File: src/rtl/sync_analyzer_pkg.sv
// Shared state encoding and video line-count thresholds for the sync analyzer.
package sync_analyzer_pkg;

  typedef enum logic [1:0] {
    SEARCH  = 2'd0,
    MEASURE = 2'd1,
    LOCKED  = 2'd2
  } state_t;

  localparam int PAL_LINES        = 288;
  localparam int SCANDOUBLE_LINES = 400;
  localparam int PAL_SD_LINES     = 576;

endpackage

File: src/rtl/sync_period_counter.sv
// Rising-edge detector plus saturating period/active counters; the last complete period is
// available combinationally on the edge sample and registered afterwards. No backpressure.
module sync_period_counter
  import sync_analyzer_pkg::*;
#(
  parameter int W = 10
) (
  input  logic         clk,
  input  logic         reset,
  input  logic         ce,
  input  logic         sync,
  input  logic         tick,
  input  logic         qual,
  output logic         rise,
  output logic         sat,
  output logic         sat_hit,
  output logic [W-1:0] period,
  output logic [W-1:0] active,
  output logic         period_vld
);

  localparam logic [W-1:0] MAX    = '1;
  localparam logic [W-1:0] MAX_M1 = MAX - W'(1);

  logic         sync_q;
  logic         started;
  logic         vld_q;
  logic         act_tick;
  logic [W-1:0] cnt;
  logic [W-1:0] act_cnt;
  logic [W-1:0] period_q;
  logic [W-1:0] active_q;

  assign act_tick = tick & qual;
  assign rise     = ce & sync & ~sync_q;
  assign sat      = (cnt == MAX);
  assign sat_hit  = ce & ~rise & tick & (cnt == MAX_M1);

  // The tick on the edge sample closes the period that is ending, not the new one.
  always_comb begin
    period     = period_q;
    active     = active_q;
    period_vld = vld_q;
    if (rise) begin
      period     = cnt + W'(tick);
      active     = act_cnt + W'(act_tick);
      period_vld = started & ~sat;
    end
  end

  always_ff @(posedge clk) begin
    if (reset) begin
      sync_q   <= 1'b0;
      started  <= 1'b0;
      vld_q    <= 1'b0;
      cnt      <= '0;
      act_cnt  <= '0;
      period_q <= '0;
      active_q <= '0;
    end else if (ce) begin
      sync_q <= sync;
      if (rise) begin
        started  <= 1'b1;
        cnt      <= '0;
        act_cnt  <= '0;
        period_q <= period;
        active_q <= active;
        vld_q    <= period_vld;
      end else begin
        if (tick && !sat) cnt <= cnt + W'(1);
        if (act_tick && (act_cnt != MAX)) act_cnt <= act_cnt + W'(1);
      end
    end
  end

endmodule

File: src/rtl/sync_analyzer.sv
// Video timing analyzer: outputs update one clk after a VSync-rise sample ending a valid frame; no backpressure.
// Define SYNC_ANALYZER_LUMA_EN to build the active-pixel luma peak tracker (luma_peak is 0 otherwise).
module sync_analyzer
  import sync_analyzer_pkg::*;
#(
  parameter int HW          = 10,
  parameter int VW          = 10,
  parameter int LOCK_FRAMES = 2
) (
  input  logic          clk,
  input  logic          reset,
  input  logic          ce_pix,
  input  logic          HSync,
  input  logic          VSync,
  input  logic          HBlank,
  input  logic          VBlank,
  input  logic [7:0]    video,
  output logic [HW-1:0] h_total,
  output logic [HW-1:0] h_active,
  output logic [VW-1:0] v_total,
  output logic [VW-1:0] v_active,
  output logic          pal,
  output logic          scandouble,
  output logic          locked,
  output logic          frame_done,
  output logic [7:0]    luma_peak
);

  localparam int LCW = $clog2(LOCK_FRAMES + 1);
  localparam logic [LCW-1:0] LOCK_MAX = LCW'(LOCK_FRAMES);

  logic          h_rise, h_sat, h_sat_hit, h_per_vld;
  logic          v_rise, v_sat, v_sat_hit, v_per_vld;
  logic [HW-1:0] h_per, h_act;
  logic [VW-1:0] v_per, v_act;

  sync_period_counter #(.W(HW)) u_h (
    .clk        (clk),
    .reset      (reset),
    .ce         (ce_pix),
    .sync       (HSync),
    .tick       (1'b1),
    .qual       (~HBlank),
    .rise       (h_rise),
    .sat        (h_sat),
    .sat_hit    (h_sat_hit),
    .period     (h_per),
    .active     (h_act),
    .period_vld (h_per_vld)
  );

  sync_period_counter #(.W(VW)) u_v (
    .clk        (clk),
    .reset      (reset),
    .ce         (ce_pix),
    .sync       (VSync),
    .tick       (h_rise),
    .qual       (~VBlank),
    .rise       (v_rise),
    .sat        (v_sat),
    .sat_hit    (v_sat_hit),
    .period     (v_per),
    .active     (v_act),
    .period_vld (v_per_vld)
  );

  state_t         state, state_nxt;
  logic [LCW-1:0] lock_cnt, lock_cnt_nxt;
  logic           frame_bad;
  logic           frame_ok;
  logic           match;
  logic           frame_done_nxt;
  logic           sd_new, pal_new;

  // Any saturation seen since the frame started poisons that frame.
  assign frame_ok = v_rise & v_per_vld & h_per_vld & ~h_sat & ~frame_bad;
  assign match    = (h_per == h_total) && (v_per == v_total);
  assign sd_new   = 32'(v_per) > SCANDOUBLE_LINES;
  assign pal_new  = sd_new ? (32'(v_per) > PAL_SD_LINES) : (32'(v_per) > PAL_LINES);
  assign locked   = (state == LOCKED);

  always_comb begin
    state_nxt      = state;
    lock_cnt_nxt   = lock_cnt;
    frame_done_nxt = 1'b0;
    if (ce_pix) begin
      case (state)
        SEARCH: if (v_rise) state_nxt = MEASURE;
        default: begin
          if (h_sat_hit || v_sat_hit) begin
            lock_cnt_nxt = '0;
            state_nxt    = MEASURE;
          end else if (frame_ok) begin
            frame_done_nxt = 1'b1;
            if (match) lock_cnt_nxt = (lock_cnt == LOCK_MAX) ? lock_cnt : lock_cnt + LCW'(1);
            else       lock_cnt_nxt = '0;
            state_nxt = (lock_cnt_nxt >= LOCK_MAX) ? LOCKED : MEASURE;
          end
        end
      endcase
    end
  end

  always_ff @(posedge clk) begin
    if (reset) begin
      state    <= SEARCH;
      lock_cnt <= '0;
    end else begin
      state    <= state_nxt;
      lock_cnt <= lock_cnt_nxt;
    end
  end

  always_ff @(posedge clk) begin
    if (reset) begin
      h_total    <= '0;
      h_active   <= '0;
      v_total    <= '0;
      v_active   <= '0;
      pal        <= 1'b0;
      scandouble <= 1'b0;
      frame_done <= 1'b0;
      frame_bad  <= 1'b0;
    end else begin
      frame_done <= frame_done_nxt;
      if (ce_pix) frame_bad <= v_rise ? 1'b0 : (frame_bad | h_sat | v_sat);
      if (frame_done_nxt) begin
        h_total    <= h_per;
        h_active   <= h_act;
        v_total    <= v_per;
        v_active   <= v_act;
        pal        <= pal_new;
        scandouble <= sd_new;
      end
    end
  end

`ifdef SYNC_ANALYZER_LUMA_EN
  logic       pix_active;
  logic [7:0] luma_run;

  assign pix_active = ~HBlank & ~VBlank;

  // The VSync-rise sample opens the new frame's running maximum.
  always_ff @(posedge clk) begin
    if (reset) begin
      luma_run  <= 8'd0;
      luma_peak <= 8'd0;
    end else begin
      if (ce_pix) begin
        if (v_rise)                                 luma_run <= pix_active ? video : 8'd0;
        else if (pix_active && (video > luma_run)) luma_run <= video;
      end
      if (frame_done_nxt) luma_peak <= luma_run;
    end
  end
`else
  logic luma_unused;
  assign luma_unused = ^video;
  assign luma_peak   = 8'd0;
`endif

endmodule

File: config.mk
export PLATFORM = sky130hd
export DESIGN_NAME = sync_analyzer
export DESIGN_NICKNAME = d
export VERILOG_FILES = /design/src/rtl/sync_analyzer_pkg.sv /design/src/rtl/sync_period_counter.sv /design/src/rtl/sync_analyzer.sv
export SDC_FILE = /design/constraint.sdc
export NUM_CORES = 1
export LEC_CHECK = 0
export BUFFER_PORTS_ARGS = -buffer_cell sky130_fd_sc_hd__buf_2
export CORE_ASPECT_RATIO = 0.7
export CORE_MARGIN = 1.5
export CORE_UTILIZATION = 40
export CTS_CLUSTER_DIAMETER = 120
export DETAILED_ROUTE_END_ITERATION = 8
export HOLD_SLACK_MARGIN = 0.15
export PLACE_DENSITY = 0.58
export SETUP_SLACK_MARGIN = 0.1
export SLEW_MARGIN = 20
export SYNTH_ARGS = -nofsm -noshare
export SYNTH_HDL_FRONTEND = slang
export SYNTH_HIERARCHICAL = 1
export SYNTH_SLANG_ARGS = --single-unit
File: constraint.sdc
create_clock -name clk -period 10.75 [get_ports clk]
set_input_delay 2.6875 -clock clk [delete_from_list [all_inputs] [get_ports clk]]
set_output_delay 2.6875 -clock clk [all_outputs]
set_load 0.005 [all_outputs]
=== Word-level counts from Yosys, hierarchy flattened ===
Cells that the tools add are included.
Widths: inputs -> output; s select.

* Register bits: 134
* Latch bits: 0
* Bits in writable memories: 0
* Memory bits (read-only): 0
* Bits of input ports: 15
* Output and inout bits: 52
* Logic and storage cells: 129
* Memories kept: 0

* $add $sub $neg: 8
* $mul: 0
* Divide/modulo/power cells: 0
* Order comparisons: 4
* Equality and inequality tests: 12
* Shifts and indexed selects: 0
* Mux-type cells: 33
* Bitwise gates (word level): 28
* Reduce and logical (&&, ||, !) cells: 20

{| class="wikitable"
|+ Operator list
! cell !! number
|-
| $mux 10 || 12
|-
| $add 10x1->10 const B || 4
|-
| $eq 10x10->1 const B || 4
|-
| $add 10x1->10 || 3
|-
| $mux 2 || 13
|-
| $eq 10x10->1 || 2
|-
| $gt 10x9->1 const B || 2
|-
| $ne 10x10->1 const B || 2
|-
| $and 1x1->1 || 16
|-
| $reduce_and 2->1 || 6
|-
| $gt 10x10->1 const B || 1
|-
| $not 1->1 || 10
|-
| $mux 1 || 8
|-
| $reduce_bool 2->1 || 4
|-
| $reduce_and 3->1 || 2
|-
| $eq 2x2->1 const B || 2
|-
| $logic_and 1x1->1 || 4
|-
| $ne 2x1->1 const B || 2
|-
| $reduce_bool 3->1 || 1
|-
| $add 2x1->2 const B || 1
|-
| $ge 2x2->1 const B || 1
|-
| $logic_not 2->1 || 1
|-
| $or 1x1->1 || 2
|-
| $logic_not 1->1 || 1
|-
| $logic_or 1x1->1 || 1
|}

=== Logic depth before layout (Yosys ltp) ===
Gate-level depths: netlist of run 1.

* Word-level depth: 17
* Depth in mapped cells: 15
* Mapped depth without buffers: 13

=== By module ===
Netlist of run 1, hierarchy kept.

{| class="wikitable"
|+ Modules (own cells, without submodules)
! module !! instances !! cells an instance !! area an instance (um^2) !! sequential area each (um^2)
|-
| sync_period_counter (u_h) || 1 || 269 || 2273.4 || 860.8
|-
| sync_period_counter (u_v) || 1 || 271 || 2202.1 || 860.8
|-
| sync_analyzer || 1 || 260 || 2059.5 || 960.9
|}

=== Least setup slack after synthesis of run 1 ===
Ideal clock, no wire load.

* Kind: input -> register
* From: input ce_pix
* To: register pal
* Setup time: 0.091 ns
* Data arrival time: 5.523 ns
* Data required time: 10.659 ns
* Setup slack: 5.136 ns
* Stages: 13
* Path buffers: 2
* Cell sequence: nand3b_1 inv_2 buf_2 buf_1 ha_1 ha_1 xnor2_1 o21ai_0 or4_4 a211o_1 a31oi_1 o311ai_1 a311oi_1

* Elaborated cells on any way between the ends: 28
* Those cells by class: add/sub (1); order compare (3); mux (8); bitwise (15); reduce/logical (1)

{| class="wikitable"
|+ RTL lines
! what !! RTL line !! RTL
|-
| start, declared || sync_analyzer.sv:12 || <nowiki>input logic ce_pix,</nowiki>
|-
| $and 1x1->1 (*) (2 in a row) || sync_period_counter.sv:35 || <nowiki>assign rise = ce & sync & ~sync_q;</nowiki>
|-
| via h_rise || sync_analyzer.sv:32 || <nowiki>logic h_rise, h_sat, h_sat_hit, h_per_vld;</nowiki>
|-
| $add 10x1->10 (*) || sync_period_counter.sv:45 || <nowiki>period = cnt + W'(tick);</nowiki>
|-
| $mux 10 (*) || sync_period_counter.sv:44 || <nowiki>if (rise) begin</nowiki>
|-
| via v_per[2] || sync_analyzer.sv:35 || <nowiki>logic [VW-1:0] v_per, v_act;</nowiki>
|-
| $gt 10x9->1, or another cell as far along || sync_analyzer.sv:79 || <nowiki>assign pal_new = sd_new ? (32'(v_per) > PAL_SD_LINES) : (32'(v_per) > PAL_LINES);</nowiki>
|-
| $mux 1 (*) || sync_analyzer.sv:79 ||
|-
| end signal, assigned || sync_analyzer.sv:132 || <nowiki>pal <= pal_new;</nowiki>
|-
| end, declared || sync_analyzer.sv:22 || <nowiki>output logic pal,</nowiki>
|}

Mark *: on every way through the listed nets, which the timed path passes. The rest lies on a longest branch.
A chain may end at the register's enable or synchronous reset.

=== Final worst setup path of run 1 ===
* From: input ce_pix
* To: register lock_cnt[0]

* Word-level cells in the longest chain between the ends: 13
* Elaborated cells on any way between the ends: 33
* Those cells by class: add/sub (1); eq/ne (2); mux (11); bitwise (15); reduce/logical (4)

{| class="wikitable"
|+ RTL lines
! what !! RTL line !! RTL
|-
| $and 1x1->1 (2 in a row) || sync_period_counter.sv:35 ||
|-
| via h_rise || sync_analyzer.sv:32 ||
|-
| $add 10x1->10 || sync_period_counter.sv:45 ||
|-
| $mux 10 || sync_period_counter.sv:44 ||
|-
| via v_per[6] || sync_analyzer.sv:35 ||
|-
| $eq 10x10->1 || sync_analyzer.sv:77 || <nowiki>assign match = (h_per == h_total) && (v_per == v_total);</nowiki>
|-
| $logic_and 1x1->1 || sync_analyzer.sv:77 ||
|-
| $mux 2 || sync_analyzer.sv:95 || <nowiki>if (match) lock_cnt_nxt = (lock_cnt == LOCK_MAX) ? lock_cnt : lock_cnt + LCW'(1);</nowiki>
|-
| $mux 2 || sync_analyzer.sv:93 || <nowiki>end else if (frame_ok) begin</nowiki>
|-
| $mux 2 || sync_analyzer.sv:90 || <nowiki>if (h_sat_hit || v_sat_hit) begin</nowiki>
|-
| $mux 2 || sync_analyzer.sv:87 || <nowiki>case (state)</nowiki>
|-
| $mux 2 || sync_analyzer.sv:86 || <nowiki>if (ce_pix) begin</nowiki>
|-
| $mux 2 || sync_analyzer.sv:93 ||
|-
| $mux 2 || sync_analyzer.sv:90 ||
|-
| end signal, assigned || sync_analyzer.sv:110 || <nowiki>lock_cnt <= lock_cnt_nxt;</nowiki>
|-
| end, declared || sync_analyzer.sv:68 || <nowiki>logic [LCW-1:0] lock_cnt, lock_cnt_nxt;</nowiki>
|}

The timed path passes the listed nets, and every way through them passes these cells. The select of a mux whose other input is x is not followed.

==> summary by stage, run 1 <==
Status
The run finished with clean final reports.

Worst setup path
In this run the critical register-to-register path is launched from u_h/sync_q. The endpoint identified for the worst register-to-register timing path is lock_cnt[0]. The flop-to-flop setup slack is 6.61 ns. At the worst endpoint, the required time is 11.11 ns. The first element of the critical path is ce_pix. Data on the critical path arrives at its endpoint at 6.82 ns. By startpoint and endpoint, the worst setup path is classified as primary input to flip-flop. Measured in cells, the most critical reg-to-reg path has a length of 13. The endpoint of the most critical setup path is lock_cnt[0]. Of all nets on the critical path, the largest fanout is 21. The capturing element type of the critical path is a flip-flop. The worst setup path is launched from a primary input.

Yosys
The commonest cells after synthesis are nand2_1 (142), dfxtp_1 (134), a21oi_1 (93). The most repeated cell in the gate-level netlist after synthesis is nand2_1. The share of synthesized cell area in and, or, nand and nor gates is 0.2520.

The cell accounting for the most synthesized area is dfxtp_1. During synthesis, Yosys emitted a total of 6 warnings. The share of synthesized area in the top cell type comes to 0.4105.

By area, the combinational part of the netlist is dominated by simple AND/OR/NAND/NOR gates. The most used flip-flop cell after synthesis is dfxtp_1. For this run, the register share of the synthesized area comes to 0.4105. The area fraction in compound gates after synthesis is 0.1744. Synthesis produced a netlist whose cell count is 800. A synthesized cell averages 8.169 µm². Of all flip-flops after synthesis, the portion carrying an async set or reset was 0. Synthesis instantiated 66 different standard cells from the library. The number of enable flip-flop cells after synthesis is 0. In this run the cell area of the synthesized design comes to 6535 µm². Yosys attributes the largest share of cell area to dfxtp_1 (41%), nand2_1 (8.2%), a21oi_1 (7.1%), xor2_1 (4.6%), nor2_1 (3.6%). The proportion of synthesized area in mux cells is 0.006127.

Synthesis inferred 134 register bits. Of the total synthesized cell area, the portion taken by XOR and XNOR cells is 0.07773. Of the total synthesized cell area, the portion taken by full adders, half adders and majority gates is 0.02872.

Placement
The placed instance count is 1032. The congestion estimate from routability-driven global placement came to 0.8750. The detailed placement HPWL is 11090 µm. The post-place instance area is 6874 µm². Port buffering added 50 buffers.

Timing
The final period demand of the worst path is 6.457 ns. Measured against its own limit, the worst slew margin works out to 0.3646. Derived from the worst setup path, the maximum achievable clock frequency is 154.9 MHz.

The summed negative setup slack over all endpoints is 0 ns. For the pin with the worst max-slew slack, the measured transition is 0.9444 ns. The hold violation total from the final report came to 0.

The clock tree skew after final layout is 0.01022 ns. The max-slew violation count is 0. Setup repair after global routing left no endpoint under its margin. Setup violations remaining at the end of the flow were counted as 0. The final worst-path cycle share is 0.6006.

Global routing
The first global-routing pass estimated 26300 µm of wire. The largest net degree at the start of global routing is 66. The number of antenna violations at the first check in global routing was 0. In the global route stage, overall resource usage came out at 0.1966. Global routing finished with a remaining overflow of 0. The via count of the first global-routing pass is 5154.

Floorplan
The I/O pin total is 67. The vertical die dimension is 109.9 µm. The horizontal die dimension is 155.8 µm. The starting density of the core is 0.4152.

The number of placement rows is 38. The standard cell core area is 15740 µm². The floorplan die area is 17130 µm².

Routing
The detail route stage leaves a number of antenna-violating nets equal to 0. The routed via count divided by cell count is 5.319. In the routed design, unresolved DRC markers number 0.

Summed over all layers, the routed wires come to 15910 µm. The detailed router's first-iteration violation count is 423. Before antenna repair, the detailed router went through 5 iterations. After detailed routing, the average wire length per cell comes to 14.96 µm. The final route contains 5659 vias.

Clock tree
The number of clock buffers inserted by TritonCTS is 17. The number of buffers added to fix hold violations after cts is 0. TritonCTS built the clock tree. The H-tree depth is 4. The post-CTS setup repair buffer count is 0.

The number of buffers on the longest clock path is 2. The tree is rooted in a clkbuf_16. Counting every sink on the clock net gives 134. The clock insertion delay at the later pin of the skew report is 0.42 ns. The clock slew at the register clock pins of the worst setup and hold paths is 0.06 ns. The number of gates resized after CTS is 0.

Layout
The final cell count without fillers is 1064. 0 antenna diodes ended up in the layout. The net count reported at finish is 861. The layout filler cell count is 1542. The layout overhead on the synthesized area is 14.01%. After routing the design area is 7451 µm². The share of post-route cells with drive strength above 1 is 0.1268.

Run
The number of violations of the max-capacitance limit is 0.

Worst hold path
The type of the most critical hold path is flip-flop to flip-flop.

Pwr
The leakage power summed over all cells is 2.811 nW. Across the VDD grid, the largest voltage drop is 0.1156 mV. For this design the ratio of total power to cell area is 152.4 nW/µm².
## kinds of logic after synthesis
family	after synthesis
AOI/OAI and AO/OA	187
adders and majority gates	15
buffers and inverters	68
DFF	134
muxes	4
other	2
and+or+nand+nor	332
xor gates and xnor gates	58
## how the worst min path moves through the flow
stage	start	end	depth (start not counted)
4_1_cts	v_active[1]	v_active[1]	2
5_1_grt	h_active[9]	h_active[9]	2
6_report	v_active[6]	v_active[6]	2
3_3_place_gp	v_active[8]	v_active[8]	2
3_5_place_dp	v_active[5]	v_active[5]	2
2_1_floorplan	u_v/started	u_v/started	2
## critical path, stage by stage
cell	delay, ns
buf_2	0.35
nand3b_1	0.65
inv_2	0.21
ha_1	0.19
ha_1	0.22
nand2_1	0.07
nor2_1	0.14
xnor2_1	0.12
a21oi_1	0.52
xor2_1	0.14
nor4_1	0.80
nand2_1	0.15
nor4_1	0.36
a22o_1	0.19
## layout make-up
cell class                      instances  area (µm²)  area share
Multi-Input combinational cell        609        3580      0.4804
Clock inverter                         12       120.1     0.01612
Inverter                               15       56.30    0.007557
Tap cell                              220       275.3     0.03694
Timing Repair Buffer                   54       280.3     0.03762
Clock buffer                           20       456.7     0.06129
Sequential cell                       134        2683      0.3600
## sequential cells by signal (all words and copies together), names as in the netlist, 2 cells and up
name          cells
lock_cnt          2
u_h/active_q     10
u_h/period_q     10
h_active         10
u_v/active_q     10
v_total          10
h_total          10
state             2
u_h/cnt          10
u_h/act_cnt      10
u_v/period_q     10
u_v/act_cnt      10
v_active         10
u_v/cnt          10
## stage by stage
step	hold WS (ns)	setup WS (ns)	power (mW)	util
2_1_floorplan	0.4399	5.136	0.5680	-
3_3_place_gp	0.4420	4.099	0.5801	0.4368
3_5_place_dp	0.4478	3.989	0.5816	0.4368
4_1_cts	0.4583	4.436	1.147	0.4734
5_1_grt	0.4763	4.023	1.180	0.4734
6_report	0.4546	4.293	1.136	0.4734
## where the power goes
group / leakage, nW / switching, mW / internal, mW
logic: 1.46 / 0.0445 / 0.0181
registers: 1.08 / 0.00417 / 0.504
clock network: 0.271 / 0.231 / 0.334
## cells in the final DEF (no fill, tap or decap), types with 6 or more instances in the layout
master     count
or4_1         16
a211oi_1      25
o31ai_1       12
inv_1         13
nor2b_1        8
nor4_1        11
xnor2_1       24
buf_2         50
and2_1        11
nor2_1        62
nand2_1      142
and3_1         6
ha_1          15
nor3_1        14
nand4_1       10
a21oi_1       93
conb_1        13
o21ai_0       24
clkbuf_16     17
dfxtp_1      134
nand3_1       22
or3_1          6
xor2_1        34
## per-layer routing
| layer | global-route usage | vias up | wire, µm |
|---|---|---|---|
| met5 | 0 | - | 0 |
| met4 | 0.05510 | 0 | 150 |
| met3 | 0.05045 | 16 | 933 |
| met2 | 0.2892 | 154 | 6526 |
| met1 | 0.2826 | 2626 | 8301 |
| li1 | - | 2863 | - |
No activity file was read; power rests on OpenSTA's default activity.
==> inputs of run 2 (changes only) <==
==> constraint.sdc (replaced) <==
create_clock -name clk -period 6.5 [get_ports clk]
set_input_delay 1.625 -clock clk [delete_from_list [all_inputs] [get_ports clk]]
set_output_delay 1.625 -clock clk [all_outputs]
set_load 0.005 [all_outputs]
==> summary by stage, run 2 (synthesized netlist as in run 1, its figures left out) <==
Pwr
The portion of total power attributed to sequential cells was 0.432 (-0.016). The cell-internal power was 1.484 mW (+73%). The power density over the cells is 258.9 nW/µm² (+70%).

The portion of total power attributed to the clock network is 0.512 (+0.015). The share of total power in combinational logic is 0.055 (about the same). The total net switching power is 0.4617 mW (+65%). The leakage power summed over all cells is 2.858 nW (+1.7%). The switching fraction of total power was 0.2373 (-0.008738). The worst IR drop on VDD is 0.1699 mV (+47%).

Worst setup path
The delay of the slowest critical-path stage is 0.87 ns (+0.07 ns). By startpoint and endpoint, the worst setup path is classified as primary input to flip-flop. The cell with the most instances on the worst path is nor4_1. The critical path's slowest cell is nor4_1. The critical path goes through buf_2 -> buf_4 -> nand3b_2 -> inv_2 -> nor2_1 -> a21oi_1 -> xor2_1 -> nor4_1 -> nand2_1 -> nor4_1 -> nor3_1.

The category of the worst setup path launch point is a primary input. The worst path required time is 6.77 ns (-4.34 ns). The worst path arrival time came to 5.20 ns (-1.62 ns). The top fanout value on the critical path is 43 (+100%). The worst setup path is captured at a flip-flop.

Placement
The placer congestion estimate is 0.8875 (+1.4%). The number of port buffers is 50 (unchanged). The placed instance count is 1036 (+0.39%).

The worst-case setup slack after placement is 1.261 ns (-2.728 ns). The post-place instance area is 6904 µm² (+0.44%). The detailed placement HPWL is 11140 µm (+0.44%).

Floorplan
The number of placement rows came to 38 (unchanged). The starting density of the core is 0.4152 (unchanged). The horizontal die dimension came to 155.8 µm (unchanged). The vertical die dimension is 109.9 µm (unchanged). The I/O pin total is 67 (unchanged). The floorplan die area is 17130 µm² (unchanged). The standard cell core area was 15740 µm² (unchanged).

Timing
The slack of the critical path is 1.564 ns (-2.729 ns). The number of setup violations in the final report is 0 (unchanged). The summed negative setup slack over all endpoints is 0 ns (unchanged). The worst-margin pin slew is 0.9843 ns (+0.03986 ns).

The max-slew violation count is 0 (unchanged). The final period demand of the worst path is 4.936 ns. Setup repair after global routing left no endpoint under its margin.

The clock tree skew after final layout is 0.01002 ns (-0.0001990 ns). The top achievable clock speed is 202.6 MHz. The headroom to the max-slew limit is 0.3378 (-0.02682). The hold violation total from the final report is 0 (unchanged).

The final worst-path cycle share is 0.7594.

Clock tree
The root buffer cell is clkbuf_16. The H-tree depth came to 4 (unchanged). The number of clock buffers inserted by TritonCTS is 17 (unchanged). The number of buffers added to fix hold violations after cts is 0 (unchanged). The number of buffers on the longest clock path came to 2 (unchanged). The clock sink count was 134 (unchanged). The post-CTS setup repair buffer count was 0 (unchanged). The CTS tree is done. The clock insertion delay at the later pin of the skew report is 0.43 ns (about the same). The number of gates resized after CTS is 0 (unchanged).

The clock slew at the register clock pins of the worst setup and hold paths is 0.06 ns (about the same).

Run
The number of violations of the max-capacitance limit is 0 (unchanged).

Layout
The final non-filler cell area is 7516 µm² (+0.87%). The layout overhead on the synthesized area is 15.01%. The antenna diode instance count is 0 (unchanged). In the layout the commonest cells are nand2_1 (142), dfxtp_1 (134), a21oi_1 (93), nor2_1 (62), buf_2 (50). The share of post-route cells with drive strength above 1 was 0.1309 (+0.004119). The final cell count without fillers is 1068 (+0.38%). The most frequent standard cell in the layout excluding fill and tap cells is nand2_1. The net count reported at finish was 865 (+0.46%).

Routing
The detailed-route wire length on metal 1 was 8487 µm (+2.2%). The length of routed met3 wiring was 966 µm (+3.5%). The detailed-route via count came to 5712 (+0.94%).

The detailed-route wire length per cell is 15.28 µm (+2.2%). The routed via count divided by cell count came to 5.348 (+0.56%). Signal routing reaches up to met4. The met2 wire length is 6721 µm (+3.0%). The sum of routed wire length over all layers came to 16320 µm (+2.5%). The detailed router's first-iteration violation count came to 474 (+12%). The antenna violation net count after detailed routing is 0 (unchanged). The detailed-routing iteration count for the pre-antenna-repair pass is 5 (unchanged).

The remaining routing DRC violations is 0 (unchanged).

Global routing
The via count of the first global-routing pass was 5205 (+0.99%). The total global routing track utilization was 0.2013 (+0.004620). The number of antenna violations at the first check in global routing is 0 (unchanged). The largest net degree at the start of global routing came to 91 (+38%). The global route total overflow is 0 (unchanged).

The wire length of the first global-routing pass is 26570 µm (+1.0%).

Status
The run finished with clean final reports.

Worst hold path
The min-delay analysis places its worst path in the category flip-flop to flip-flop.
[run 2: cell count changes in the layout (fill, tap and decap cells not counted)]
cell        change
clkinv_4        +1
inv_6           +1
inv_8           -1
clkinv_2        +1
buf_4           +4
clkbuf_8        -1
clkinvlp_4      -3
bufinv_16       +2
[run 2: cell type report]
type / instances / area, µm²
inverter: 15 / 56.30
timing repair buffer: 58 / 310.3
clock inverter: 13 / 168.9
sequential: 134 / 2683
tap: 220 / 275.3
multi-input combinational: 609 / 3580
clock buffer: 19 / 442.9
fill: 1544 / 8222
[run 2: worst paths after layout]
kind,start,end,slack [ns],cells after the start
setup / recovery,ce_pix,state[0],1.56,11
hold / removal,h_active[1],h_active[1],0.45,2
setup reg to reg,u_v/sync_q,state[0],2.73,9
hold reg to reg,h_active[1],h_active[1],0.45,2
[run 2: power by group through the flow]
| stage | Combinational [mW] | Sequential, mW | Clock (mW) |
|---|---|---|---|
| after global placement | 0.104 | 0.859 | 0 |
| after floorplan | 0.0820 | 0.857 | 0 |
| after global routing | 0.120 | 0.842 | 1.06 |
| after detailed placement | 0.106 | 0.859 | 0 |
| after CTS | 0.107 | 0.841 | 1.02 |
| final | 0.108 | 0.841 | 0.997 |
[run 2: metal layers]
layer	track usage	vias up
li1	-	2868
met1	0.2948	2668
met2	0.2851	166
met3	0.04415	10
met4	0.07755	0
met5	0	-
[run 2: critical path: cells and delay by family]
family,cells,cell delay (ns)
buf+inv,3,1.05
xor+xnor,1,0.13
simple gates,6,1.97
compound gates,1,0.41
[run 2: metrics by stage]
| step | utilization | hold slack [ns] | total power, mW |
|---|---|---|---|
| global route | 0.4776 | 0.4732 | 2.026 |
| CTS | 0.4776 | 0.4579 | 1.972 |
| detailed placement | 0.4387 | 0.4492 | 0.9652 |
| global placement | 0.4387 | 0.4407 | 0.9625 |
| finish | 0.4776 | 0.4544 | 1.946 |
| floorplan | - | 0.4399 | 0.9394 |
